--- src/rtl/wb_copy_pkg.sv ---
// Shared types and constants for the Wishbone block-copy master.
// State encoding and the full-word byte-enable value.
package wb_copy_pkg;

  typedef enum logic [1:0] {
    IDLE = 2'd0,
    RD   = 2'd1,
    WR   = 2'd2,
    FIN  = 2'd3
  } state_t;

  localparam logic [3:0] BE_FULL = 4'hF;

endpackage

--- src/rtl/wb_copy_master.sv ---
// Wishbone classic initiator copying a block of 32-bit words,
// one read then one write per word, with an ack-wait timeout.
module wb_copy_master
  import wb_copy_pkg::*;
#(
  parameter int ADR_W   = 30,
  parameter int LEN_W   = 16,
  parameter int TIMEOUT = 1024
) (
  input  logic             clk_i,
  input  logic             rst_in,
  input  logic             start_i,
  input  logic [ADR_W-1:0] src_i,
  input  logic [ADR_W-1:0] dst_i,
  input  logic [LEN_W-1:0] len_i,
  output logic             busy_o,
  output logic             done_o,
  output logic             err_o,
  output logic             cyc_o,
  output logic             stb_o,
  output logic             we_o,
  output logic [3:0]       be_o,
  output logic [ADR_W-1:0] adr_o,
  output logic [31:0]      dat_o,
  input  logic [31:0]      dat_i,
  input  logic             ack_i
);

  localparam int CW = (TIMEOUT > 0) ? $clog2(TIMEOUT + 1) : 1;
  localparam logic [CW-1:0] TO_MAX = CW'(TIMEOUT);

  state_t           r_state;
  logic [ADR_W-1:0] r_src;
  logic [ADR_W-1:0] r_dst;
  logic [LEN_W-1:0] r_len;
  logic [LEN_W-1:0] r_idx;
  logic [CW-1:0]    r_wait;
  logic             r_busy;
  logic             r_done;
  logic             r_err;
  logic             r_cyc;
  logic             r_we;
  logic [ADR_W-1:0] r_adr;
  logic [31:0]      r_dat;

  logic [LEN_W-1:0] w_idx_nx;
  logic             w_timeout;

  assign w_idx_nx  = r_idx + 1'b1;
  assign w_timeout = (TIMEOUT != 0) && (r_wait == TO_MAX);

  assign busy_o = r_busy;
  assign done_o = r_done;
  assign err_o  = r_err;
  assign cyc_o  = r_cyc;
  assign stb_o  = r_cyc;
  assign we_o   = r_we;
  assign be_o   = BE_FULL;
  assign adr_o  = r_adr;
  assign dat_o  = r_dat;

  // Copy sequencer: IDLE -> (RD -> WR)* -> FIN, registered bus outputs.
  always_ff @(posedge clk_i or negedge rst_in) begin
    if (!rst_in) begin
      r_state <= IDLE;
      r_src   <= '0;
      r_dst   <= '0;
      r_len   <= '0;
      r_idx   <= '0;
      r_wait  <= '0;
      r_busy  <= 1'b0;
      r_done  <= 1'b0;
      r_err   <= 1'b0;
      r_cyc   <= 1'b0;
      r_we    <= 1'b0;
      r_adr   <= '0;
      r_dat   <= '0;
    end else begin
      unique case (r_state)
        IDLE: begin
          if (start_i) begin
            r_err  <= 1'b0;
            r_busy <= 1'b1;
            r_src  <= src_i;
            r_dst  <= dst_i;
            r_len  <= len_i;
            r_idx  <= '0;
            r_wait <= '0;
            if (len_i != '0) begin
              r_cyc   <= 1'b1;
              r_we    <= 1'b0;
              r_adr   <= src_i;
              r_state <= RD;
            end else begin
              r_done  <= 1'b1;
              r_state <= FIN;
            end
          end
        end
        RD: begin
          if (ack_i) begin
            r_dat   <= dat_i;
            r_we    <= 1'b1;
            r_adr   <= r_dst + ADR_W'(r_idx);
            r_wait  <= '0;
            r_state <= WR;
          end else if (w_timeout) begin
            r_cyc   <= 1'b0;
            r_we    <= 1'b0;
            r_err   <= 1'b1;
            r_done  <= 1'b1;
            r_state <= FIN;
          end else if (TIMEOUT != 0) begin
            r_wait <= r_wait + 1'b1;
          end
        end
        WR: begin
          if (ack_i) begin
            r_idx  <= w_idx_nx;
            r_wait <= '0;
            r_we   <= 1'b0;
            if (w_idx_nx == r_len) begin
              r_cyc   <= 1'b0;
              r_done  <= 1'b1;
              r_state <= FIN;
            end else begin
              r_adr   <= r_src + ADR_W'(w_idx_nx);
              r_state <= RD;
            end
          end else if (w_timeout) begin
            r_cyc   <= 1'b0;
            r_we    <= 1'b0;
            r_err   <= 1'b1;
            r_done  <= 1'b1;
            r_state <= FIN;
          end else if (TIMEOUT != 0) begin
            r_wait <= r_wait + 1'b1;
          end
        end
        FIN: begin
          r_done  <= 1'b0;
          r_busy  <= 1'b0;
          r_state <= IDLE;
        end
        default: r_state <= IDLE;
      endcase
    end
  end

endmodule

--- config.mk ---
export PLATFORM = sky130hd
export DESIGN_NAME = wb_copy_master
export DESIGN_NICKNAME = d
export VERILOG_FILES = /design/src/rtl/wb_copy_pkg.sv /design/src/rtl/wb_copy_master.sv
export SDC_FILE = /design/constraint.sdc
export NUM_CORES = 1
export LEC_CHECK = 0
export BUFFER_PORTS_ARGS = -buffer_cell sky130_fd_sc_hd__buf_2
export CAP_MARGIN = 20
export CORE_MARGIN = 5
export CORE_UTILIZATION = 42
export CTS_CLUSTER_SIZE = 8
export DETAILED_ROUTE_END_ITERATION = 10
export SLEW_MARGIN = 5
export SYNTH_ARGS = -nofsm -noshare
export SYNTH_HDL_FRONTEND = slang
export SYNTH_SLANG_ARGS = --single-unit
--- constraint.sdc ---
create_clock -name clk_i -period 10.2 [get_ports clk_i]
set_clock_uncertainty 0.1 [all_clocks]
set_input_delay 1.02 -clock clk_i [delete_from_list [all_inputs] [get_ports clk_i]]
set_output_delay 1.02 -clock clk_i [all_outputs]
set_load 0.005 [all_outputs]
==> metrics.cfg <==
[critical_path]
worst_setup_path_end_kind = flip-flop
cp.required_ns = 10.43
cp-start-kind = flip-flop
cp_data_arrival_time_ns = 4.33
crit_type = reg -> reg
cp_max_fo = 6

[layout]
final_core_util = 0.495
drive_above_1_share = 0.305
final_cell_count_no_fill = 1558
most-common-layout-cells = buf_2, dfrtp_1, mux2_2
area_growth_pct = 16.7
layout.nets = 1367
final_common_cell = buf_2

[routing]
wl_met2_um = 13800
final_antenna_net_count = 0
via_count = 8591
via_per_inst = 5.51
drc_errors = 0
wl_met3_um = 1440
drt-initial-drc-count = 562
routed_wl_um = 29500
top_layer_used = met5
drt-met1-wl_um = 13800
wl_per_cell_um = 19.0
dr.pass1.iters = 5

[yosys]
synth_top_family_by_area = compound AO/OA/AOI/OAI gates
ys_ff_latch = 172
synth.area.mux_share = 0.154
syn_area_per_cell_um2 = 10.1
synth_area_leaders = dfrtp_1, mux2_2, ha_1
yosys_most_used_dff = dfrtp_1
synthArstFlopShare = 1.00
syn-cell-area_um2 = 10600
yosysWarnings = 0
ys_types = 78
synth_compound_area_frac = 0.158
synth.top_cell.area_share = 0.404
syn_inst = 1055
synth_xor_xnor_area_share = 0.0623
yosys.area_share.simple = 0.133
ys_seq_area_frac = 0.404
synth_enable_flop_cells = 0
yosys.area_share.adder = 0.0496
synth_top_area_cell = dfrtp_1

[status]
status = complete, no violations

[power_and_ir_drop]
ir_drop_mv = 0.181
p_leak_nw = 5.61
cellPowerDensity_nw_per_um2 = 295

[sta]
slew_violations = 0
setup_viol = 0
rsz0062_at_grt = false
setup_slack_ns = 6.10
timing.slew.headroom = 0.373
timing.fmax_mhz = 244
hold_viol_final = 0
min_period_over_period = 0.402
layout_min_cycle_time_ns = 4.10
tightest_slew_ns = 0.930
fin_setup_tns_ns = 0

[clock_network]
cts_max_level = 4
post-cts-setup-buffer-count = 0
clk_pin_slew_ns = 0.07
numCtsBuffers = 17
post_cts_resized = 0
cts_tree = built
clock_latency_ns = 0.44
cts.sinks = 172
cts_root_buf = clkbuf_16
cts_buffer_depth = 2
cts_hold_buf = 0

[global_routing]
grt_use_total = 0.206
grt_pass1_wl_um = 47000
grt-ovfl-total = 0
antenna_found_initial = 2
grt_max_degree = 97
grt_pass1_vias = 8439

[place]
numPortBuffers = 179
dpl_worst_slack_ns = 6.12
routabilityCongestion = 0.899
dp.cells = 1522
hpwl_um = 21600

[floorplan]
die_area_um2 = 28600
ios = 184
core_um2 = 25100
start_util = 0.424
fp.dieH_um = 169
fp.dieW_um = 169
rows = 58

[hold_path]
min_path_type = reg -> reg

[flow_run]
maxCapViolCount = 0

## power by group
| part | leakage [nW] | total, mW | internal (mW) | switching [mW] |
|---|---|---|---|---|
| Clock | 0.283 | 0.664 | 0.347 | 0.317 |
| Sequential | 2.10 | 1.22 | 0.986 | 0.236 |
| Combinational | 3.22 | 1.78 | 0.887 | 0.897 |
## worst max-delay path, stage by stage (launching register included)
cell,delay (ns)
dfrtp_1,0.47
ha_1,0.27
nand2_1,0.19
or4_4,0.57
nor2_2,0.19
xor2_1,0.22
ha_1,0.34
nand3_1,0.16
nor2_1,0.07
nor3_1,0.38
nand2b_1,0.24
a2111oi_0,0.12
o32ai_1,0.29
o21ai_0,0.12
mux2_4,0.26
## logic make-up after synthesis
kind of cell / after synthesis
and+or+nand+nor: 281
buffers and inverters: 94
muxes: 138
adders and majority gates: 41
DFF: 172
other: 1
AOI/OAI and AO/OA: 254
xor gates and xnor gates: 74
## state kept, by name, indices dropped and copies added, names as in the netlist, 2 cells and up
| signal | cells |
|---|---|
| r_dst | 30 |
| r_idx | 16 |
| adr_o | 30 |
| dat_o | 32 |
| r_src | 30 |
| r_state | 2 |
| r_len | 16 |
| r_wait | 11 |
## worst paths after layout
kind | from | to | slack [ns] | cells past startpoint
min in group asynchronous | rst_in | r_wait[3] | 0.58 | 1
min | r_src[11] | r_src[11] | 0.40 | 2
max | r_idx[1] | adr_o[23] | 6.10 | 14
max in group asynchronous | rst_in | dat_o[30] | 8.27 | 3
min reg2reg | r_src[11] | r_src[11] | 0.40 | 2
max reg2reg | r_idx[1] | adr_o[23] | 6.10 | 14
## per-stage QoR
stage	power, mW	hold slack (ns)	instance area, um2
3_3_place_gp	2.99	0.381	11800
6_report	3.67	0.398	12400
5_1_grt	3.93	0.424	12400
2_1_floorplan	2.47	0.356	10700
3_5_place_dp	3.01	0.385	11800
4_1_cts	3.69	0.404	12400
## layer usage
metal  track usage  vias up
met3        0.0354       33
li1              -     4173
met5             0        -
met2         0.323      196
met1         0.296     4187
met4        0.0595        2
## cell type report
| type | instances | area [um2] |
|---|---|---|
| clock buffers | 17 | 425 |
| well taps | 330 | 413 |
| inverters | 39 | 146 |
| multi-input cells | 792 | 5960 |
| fillers | 2467 | 12700 |
| diodes | 1 | 2.50 |
| repair buffers | 192 | 1020 |
| clock inverters | 15 | 153 |
| flip-flops and latches | 172 | 4300 |
## Yosys cell counts, types with 16 or more instances
cell        n
nor2_1     61
dfrtp_1   172
o21ai_0    69
nand3_1    17
a211oi_1   16
mux2_4     27
xor2_1     35
clkbuf_1   34
mux2_2    102
nor3_1     26
nand2_1    85
xnor2_1    38
ha_1       39
inv_1      39
a21oi_1    48
and3_1     18
(Power assumes the default switching activity.)
